==> src/rtl/bootrom_arbiter.sv <==
// Two-master round-robin arbiter in front of the single-ported boot ROM.
// M0 is instruction fetch (classic or incrementing burst), M1 is data/debug.
// A one-clock idle gap separates owners so the ROM's chip-select edge detector
// restarts its address counter; stalled cycles are aborted after TIMEOUT clocks.
module bootrom_arbiter #(
  parameter int unsigned WID     = 128,
  parameter int unsigned AWID    = 18,
  parameter int unsigned TIMEOUT = 64
) (
  input  logic            clk_i,
  input  logic            rst_ni,
  // Master 0
  input  logic            m0_cyc_i,
  input  logic            m0_stb_i,
  input  logic [2:0]      m0_cti_i,
  input  logic [AWID-1:0] m0_adr_i,
  output logic            m0_ack_o,
  output logic            m0_err_o,
  output logic [WID-1:0]  m0_dat_o,
  // Master 1
  input  logic            m1_cyc_i,
  input  logic            m1_stb_i,
  input  logic [2:0]      m1_cti_i,
  input  logic [AWID-1:0] m1_adr_i,
  output logic            m1_ack_o,
  output logic            m1_err_o,
  output logic [WID-1:0]  m1_dat_o,
  // ROM slave
  output logic            s_cs_o,
  output logic            s_cyc_o,
  output logic            s_stb_o,
  output logic [2:0]      s_cti_o,
  output logic [AWID-1:0] s_adr_o,
  input  logic            s_ack_i,
  input  logic [WID-1:0]  s_dat_i
);

  localparam int unsigned TmoW = $clog2(TIMEOUT) + 1;
  localparam logic [TmoW-1:0] TmoThr = TmoW'(TIMEOUT - 1);

  typedef enum logic [1:0] {StIdle, StOwn0, StOwn1, StGap} state_e;

  state_e          state_q, state_d;
  logic            last_q, last_d;
  logic [TmoW-1:0] tmo_q, tmo_d;
  logic [WID-1:0]  m0_dat_q, m0_dat_d;
  logic [WID-1:0]  m1_dat_q, m1_dat_d;

  logic req0, req1;
  logic own0, own1, own;
  logic cur_stb;
  logic stall, tmo_hit;
  logic ack0, ack1;
  logic [TmoW-1:0] tmo_inc;

  assign req0    = m0_cyc_i & m0_stb_i;
  assign req1    = m1_cyc_i & m1_stb_i;
  assign own0    = (state_q == StOwn0);
  assign own1    = (state_q == StOwn1);
  assign own     = own0 | own1;
  assign cur_stb = own1 ? m1_stb_i : m0_stb_i;
  assign stall   = own & cur_stb & ~s_ack_i;
  // An ack in the threshold cycle suppresses the timeout.
  assign tmo_hit = stall & (tmo_q == TmoThr);
  // Acks only reach a master that still holds its cycle; late acks are dropped.
  assign ack0    = own0 & s_ack_i & m0_cyc_i;
  assign ack1    = own1 & s_ack_i & m1_cyc_i;
  assign tmo_inc = (tmo_q == '1) ? tmo_q : tmo_q + TmoW'(1);

  assign m0_dat_o = m0_dat_q;
  assign m1_dat_o = m1_dat_q;

  // State, round-robin pointer, stall counter and read-data holding registers.
  always_ff @(posedge clk_i or negedge rst_ni) begin
    if (!rst_ni) begin
      state_q  <= StIdle;
      last_q   <= 1'b1;
      tmo_q    <= '0;
      m0_dat_q <= '0;
      m1_dat_q <= '0;
    end else begin
      state_q  <= state_d;
      last_q   <= last_d;
      tmo_q    <= tmo_d;
      m0_dat_q <= m0_dat_d;
      m1_dat_q <= m1_dat_d;
    end
  end

  // Next-state: arbitration, ownership release, timeout abort, data capture.
  always_comb begin
    state_d  = state_q;
    last_d   = last_q;
    tmo_d    = '0;
    m0_dat_d = ack0 ? s_dat_i : m0_dat_q;
    m1_dat_d = ack1 ? s_dat_i : m1_dat_q;
    case (state_q)
      StIdle: begin
        if (req0 && req1) begin
          state_d = last_q ? StOwn0 : StOwn1;
        end else if (req0) begin
          state_d = StOwn0;
        end else if (req1) begin
          state_d = StOwn1;
        end
      end
      StOwn0: begin
        if (!m0_cyc_i || tmo_hit) begin
          state_d = StGap;
          last_d  = 1'b0;
        end else if (stall) begin
          tmo_d = tmo_inc;
        end
      end
      StOwn1: begin
        if (!m1_cyc_i || tmo_hit) begin
          state_d = StGap;
          last_d  = 1'b1;
        end else if (stall) begin
          tmo_d = tmo_inc;
        end
      end
      StGap:   state_d = StIdle;
      default: state_d = StIdle;
    endcase
  end

  // Outputs: slave bus muxed from the owner, responses routed back to it.
  always_comb begin
    s_cs_o   = 1'b0;
    s_cyc_o  = 1'b0;
    s_stb_o  = 1'b0;
    s_cti_o  = 3'b000;
    s_adr_o  = '0;
    m0_ack_o = 1'b0;
    m0_err_o = 1'b0;
    m1_ack_o = 1'b0;
    m1_err_o = 1'b0;
    if (own0) begin
      s_cs_o   = m0_cyc_i;
      s_cyc_o  = m0_cyc_i;
      s_stb_o  = m0_stb_i;
      s_cti_o  = m0_cti_i;
      s_adr_o  = m0_adr_i;
      m0_ack_o = ack0;
      m0_err_o = tmo_hit & m0_cyc_i;
    end else if (own1) begin
      s_cs_o   = m1_cyc_i;
      s_cyc_o  = m1_cyc_i;
      s_stb_o  = m1_stb_i;
      s_cti_o  = m1_cti_i;
      s_adr_o  = m1_adr_i;
      m1_ack_o = ack1;
      m1_err_o = tmo_hit & m1_cyc_i;
    end
  end

endmodule

==> config.mk <==
export PLATFORM = sky130hd
export DESIGN_NAME = bootrom_arbiter
export DESIGN_NICKNAME = d
export VERILOG_FILES = /design/src/rtl/bootrom_arbiter.sv
export SDC_FILE = /design/constraint.sdc
export NUM_CORES = 1
export LEC_CHECK = 0
export ABC_AREA = 0
export BUFFER_PORTS_ARGS = -buffer_cell sky130_fd_sc_hd__buf_2
export CAP_MARGIN = 0
export CORE_AREA = 2 2 180 182
export DETAILED_ROUTE_END_ITERATION = 7
export DIE_AREA = 0 0 182 184
export PLACE_DENSITY = 0.63
export SLEW_MARGIN = 10
export SYNTH_ARGS = -nofsm -noshare
export SYNTH_HDL_FRONTEND = slang
export SYNTH_SLANG_ARGS = --single-unit
export TNS_END_PERCENT = 100
==> constraint.sdc <==
create_clock -name clk_i -period 2.56 [get_ports clk_i]
set_input_delay 0.384 -clock clk_i [delete_from_list [all_inputs] [get_ports clk_i]]
set_output_delay 0.384 -clock clk_i [all_outputs]
set_load 0.02 [all_outputs]
==> Word-level counts from Yosys, hierarchy flattened <==
Cells that the tools add are included.
{ "word_totals": {"ff_bits": 266, "out_inout_bits": 284, "wordCells": 66} }
{ "classes": {"n_addsub": 1, "eq_ne": 8, "mux": 30, "bitwise_logic": 13, "n_reduce_logical": 9} }
{ "ops": {"columns": ["op", "count"], "rows": [
  ["two-way mux 18 bit", 2],
  ["two-way mux 7 bit", 4],
  ["case mux 7 bit (2 select lines)", 1],
  ["two-way mux 1 bit", 13],
  ["two-way mux 2 bit", 6],
  ["AND 1 bit", 11],
  ["case mux 2 bit (4 select lines)", 1],
  ["adder 7 x 1 -> 7 bit, second input constant", 1],
  ["equality test 7 x 6 -> 1 bit, second input constant", 1],
  ["equality test 7 bit, second input constant", 1],
  ["two-way mux 3 bit", 2],
  ["AND reduction 3 bit", 2],
  ["equality test 2 bit, second input constant", 2],
  ["inequality test 2 x 1 -> 1 bit, second input constant", 2],
  ["inequality test 4 bit, second input constant", 1],
  ["equality test 2 x 1 -> 1 bit, second input constant", 1],
  ["zero test 1 bit", 2],
  ["zero test 2 bit", 1],
  ["logical OR 1 bit", 2],
  ["case mux 1 bit (2 select lines)", 1],
  ["nonzero test 2 bit", 1],
  ["logical AND 1 bit", 1],
  ["NOT 1 bit", 1],
  ["OR 1 bit", 1]
]} }

==> Logic depth before layout (Yosys ltp) <==
{ "logic_depth": {"depth_word": 8, "ltp_mapped": 7, "mapped_depth_nobuf": 6} }

==> Worst setup path before layout <==
No wires, ideal clock.
{ "synth_path": {"path_kind": "register to output", "from": "reg state_q[1]", "to": "out s_cyc_o", "t_arrival_ps": 1770, "path_slack_ps": 406, "stages_incl_launch_ff": 7, "cell_sequence": "dfrtp_1 > inv_1 > ha_1 > buf_2 > buf_1 > o21ai_0 > buf_4"} }
{ "synth_via": {"elab_chain_cells": 3, "word_cells_on_any_way": 4, "cone_classes": "eq/ne: 2; mux: 2"} }
{ "synth_rtl": {"columns": ["item", "line_no", "rtl"], "rows": [
  ["start, declared", "43", "state_e state_q, state_d;"],
  ["start signal, assigned", "76", "state_q <= StIdle;"],
  ["start signal, assigned", "82", "state_q <= state_d;"],
  ["equality test 2 bit", "59", "assign own1 = (state_q == StOwn1);"],
  ["two-way mux 1 bit", null, null],
  ["two-way mux 1 bit *", null, null],
  ["end, declared", "30", "output logic s_cyc_o,"]
]} }
Every way passes the cells marked *; elsewhere a longest branch is shown, timed or not.

==> Final worst setup path <==
{ "layout_path": {"from": "reg state_q[1]", "to": "out m1_err_o"} }
{ "layout_via": {"elab_chain_cells": 8, "word_cells_on_any_way": 10, "cone_classes": "eq/ne: 2; mux: 3; bitwise: 5"} }
{ "layout_rtl": {"columns": ["item", "line_no", "rtl"], "rows": [
  ["equality test 2 x 1 -> 1 bit / equality test 2 bit (equally long branches)", "58, 59", null],
  ["OR 1 bit / two-way mux 1 bit (equally long branches)", "60, 61", null],
  ["AND 1 bit (2 in a row)", "62", "assign stall = own & cur_stb & ~s_ack_i;"],
  ["AND 1 bit", "64", "assign tmo_hit = stall & (tmo_q == TmoThr);"],
  ["AND 1 bit", "154", "m1_err_o = tmo_hit & m1_cyc_i;"],
  ["two-way mux 1 bit", "147", "end else if (own1) begin"],
  ["two-way mux 1 bit *", "139", "if (own0) begin"],
  ["end, declared", "26", "output logic m1_err_o,"]
]} }
Marks and branches as above.

==> out/metrics.csv <==
stage;metric;value;unit
synthesis;ys.warnings.count;0;
sta;min_period;2560;ps
die;num_io_pins;461;
synthesis;yosys.area.top_type;dfrtp_1;
global_route;antenna_found_initial;2;
detailed_routing;wire_per_inst;17.5;um
sta;tightest_slew;692;ps
synthesis;synth_cells;633;
detailed_routing;dr_total_vias;7126;
placed_design;portBuffers;460;
die;rows;65;
cts;insertion_delay;570;ps
worst_setup_path;crit_family;simple AND/OR/NAND/NOR gates;
worst_setup_path;crit_path_end_kind;output port;
synthesis;synth_cell_types;33;
sta;slew_viol_final;0;
worst_setup_path;path_buf_inv;2;
placed_design;placed_cell_area;0.0132;mm2
synthesis;synth_nets;815;
cells_and_area;finish.utilization;0.460;
detailed_routing;vias_per_cell;4.61;
cts;cts_max_level;1;
cells_and_area;layout-drive-gt1-share;0.711;
worst_setup_path;critPathRequiredTime;2180;ps
sta;setup_ws;-3.14;ps
worst_setup_path;critPathMaxStageDelay;480;ps
worst_setup_path;path_class;reg -> out;
cts;clk_pin_slew;60;ps
worst_setup_path;critPathMaxFanout;4;
cells_and_area;seq_area;0.00666;mm2
synthesis;yosysSeqAreaShare;0.648;
die;die_area;0.0335;mm2
synthesis;yosysTopAreaCellShare;0.645;
worst_setup_path;cp_slowest_cell;or4_4;
cells_and_area;fill_cells;2859;
cells_and_area;fin_area;0.0145;mm2
die;start_util;0.327;
synthesis;ys_top_cells_by_area;dfrtp_1, mux2_2, a22o_1;
die;die_h;184;um
detailed_routing;remaining_drc_errors;0;
cts;cts.sinks;266;
cts;cts.path.max_buffers;3;
synthesis;synth_area;0.0103;mm2
synthesis;async_flop_share;1.00;
cts;numCtsBuffers;30;
synthesis;synth-edff-count;0;
sta;fin_worst_skew;17.6;ps
run_status;status;complete, but fails checks;
global_route;grt_pass1_vias;7449;
cts;tritoncts;done;
placed_design;dp_hpwl;19800;um
cells_and_area;area_growth;40.7;%
sta;setup_tns;-3.14;ps
worst_setup_path;cp-start-kind;register;
power_and_ir_drop;ir_drop;879;uV
sta;fmax;390;MHz
global_route;grt_pass1_wl;41400;um
sta;finalHoldViolCount;0;
cells_and_area;stdcell_count;1545;
detailed_routing;first_pass_iters;4;
global_route;grt_max_degree;65;
detailed_routing;routed_wl;27000;um
power_and_ir_drop;pwr_density_cell;1440;mW/mm2
synthesis;synth_seq_cells;266;
run_status;violations;setup timing;
synthesis;synth_ff_type;dfrtp_1;
die;fp.dieW;182;um
power_and_ir_drop;p_leak;0.00717;uW
worst_setup_path;crit_chain;buf_4 > ha_4 > mux2i_1 > or4_4 > nor3_4 > buf_6;
global_route;grt_usage;0.156;
worst_hold_path;hold_path.class;in -> reg;
die;core-area;0.0314;mm2
sta;fin_crit_sh;1.00;
worst_setup_path;cp.arrival;2180;ps
cts;cts-root-buf;clkbuf_16;
global_route;gr-total-overflow;0;
placed_design;gp_congestion;0.797;
synthesis;avgSynthCellArea;16.2;um2
sta;maxSlewHeadroom;0.534;
sta;rsz0062_at_grt;true;
power_and_ir_drop;power;20800;uW
placed_design;dp_cells;1482;
sta;setup_viol_count_final;1;
detailed_routing;detail-route-antenna-nets;0;
detailed_routing;drt-initial-drc-count;201;
flow_run;drv_cap;0;
cells_and_area;fin_nets;1300;
cells_and_area;multi_input_area;0.00351;mm2
through the flow:
step           worst slack (ps)  hold slack, ps
2_1_floorplan               406            88.4
3_5_place_dp                458             373
5_1_grt                    -105            23.9
3_3_place_gp                457             378
4_1_cts                   -66.8            22.9
6_report                  -3.14            55.4
metal layers:
| metal | global-route usage | vias up | routed length, um | part of all wire |
|---|---|---|---|---|
| li1 | - | 3254 | - | - |
| met1 | 0.180 | 3524 | 10500 | 0.39 |
| met2 | 0.268 | 284 | 13300 | 0.49 |
| met3 | 0.0539 | 62 | 2340 | 0.087 |
| met4 | 0.0555 | 2 | 915 | 0.034 |
| met5 | 0 | - | 13 | 0.00048 |
area by class of cell:
| class | count | share of cell area |
|---|---|---|
| Clock buffer | 40 | 0.0601 |
| Timing Repair Buffer | 487 | 0.184 |
| Antenna cell | 1 | 0.000173 |
| Inverter | 4 | 0.00156 |
| Multi-Input combinational cell | 329 | 0.243 |
| Tap cell | 402 | 0.0348 |
| Sequential cell | 266 | 0.461 |
| Clock inverter | 16 | 0.0155 |
power breakdown:
part           switching (uW)  internal, uW
clock network            1780          2800
registers                1000          6280
logic                    5200          3700
total                    7980         12800
layout by cell type, fill, tap and decap left out, types with 3 or more instances in the layout:
master / count
a211oi_1: 3
a21oi_1: 3
a22o_1: 22
buf_12: 10
buf_2: 457
buf_4: 14
buf_6: 4
bufinv_16: 4
clkbuf_16: 30
clkbuf_8: 8
clkinv_2: 5
clkinvlp_4: 3
dfrtp_1: 265
ha_1: 3
mux2_2: 257
mux2i_1: 3
nand2_1: 6
nor2_1: 5
o21ai_0: 4
state kept, by name, summed over array words and instances (netlist names):
register	flops
last_q	1
m1_dat_o	128
state_q	2
m0_dat_o	128
tmo_q	7
logic make-up after synthesis:
logic type / after synthesis / synth area share
xor gates and xnor gates: 3 / 0.00256
DFF: 266 / 0.648
muxes: 261 / 0.286
adders and majority gates: 5 / 0.00609
and+or+nand+nor: 25 / 0.0132
AOI/OAI and AO/OA: 35 / 0.0274
buffers and inverters: 38 / 0.0171
Yosys cell counts (2+ instances only):
cell      number
mux2i_1        3
and2_1         2
buf_1          2
a21oi_1        3
nor2_1         6
nand3_1        2
dfrtp_1      265
xnor2_1        2
a211oi_1       3
clkbuf_1       8
buf_2         23
ha_1           5
mux2_2       257
o21ai_0        4
a22o_1        22
nand2_1        6
inv_1          4
repair_timing:
item,4_1_cts,5_1_grt
hold buffers,1,0
gates cloned,0,1
setup endpoints to repair,3,4
pin swaps,1,2
buffers inserted,2,2
gates resized for setup,11,11
hold endpoints to repair,58,0
path summary, 6_finish.rpt:
check                             start            to  slack [ps]  cells after the start
min in group asynchronous        rst_ni  m1_dat_o[34]         360                      2
setup / recovery             state_q[1]      m1_err_o          -3                      6
hold reg to reg            m0_dat_o[92]  m0_dat_o[92]         500                      1
setup reg to reg             state_q[1]    state_q[0]         380                      7
max in group asynchronous        rst_ni        last_q        1390                      3
hold / removal              s_dat_i[36]  m1_dat_o[36]          60                      2
Power figures use the tool's default switching activity.
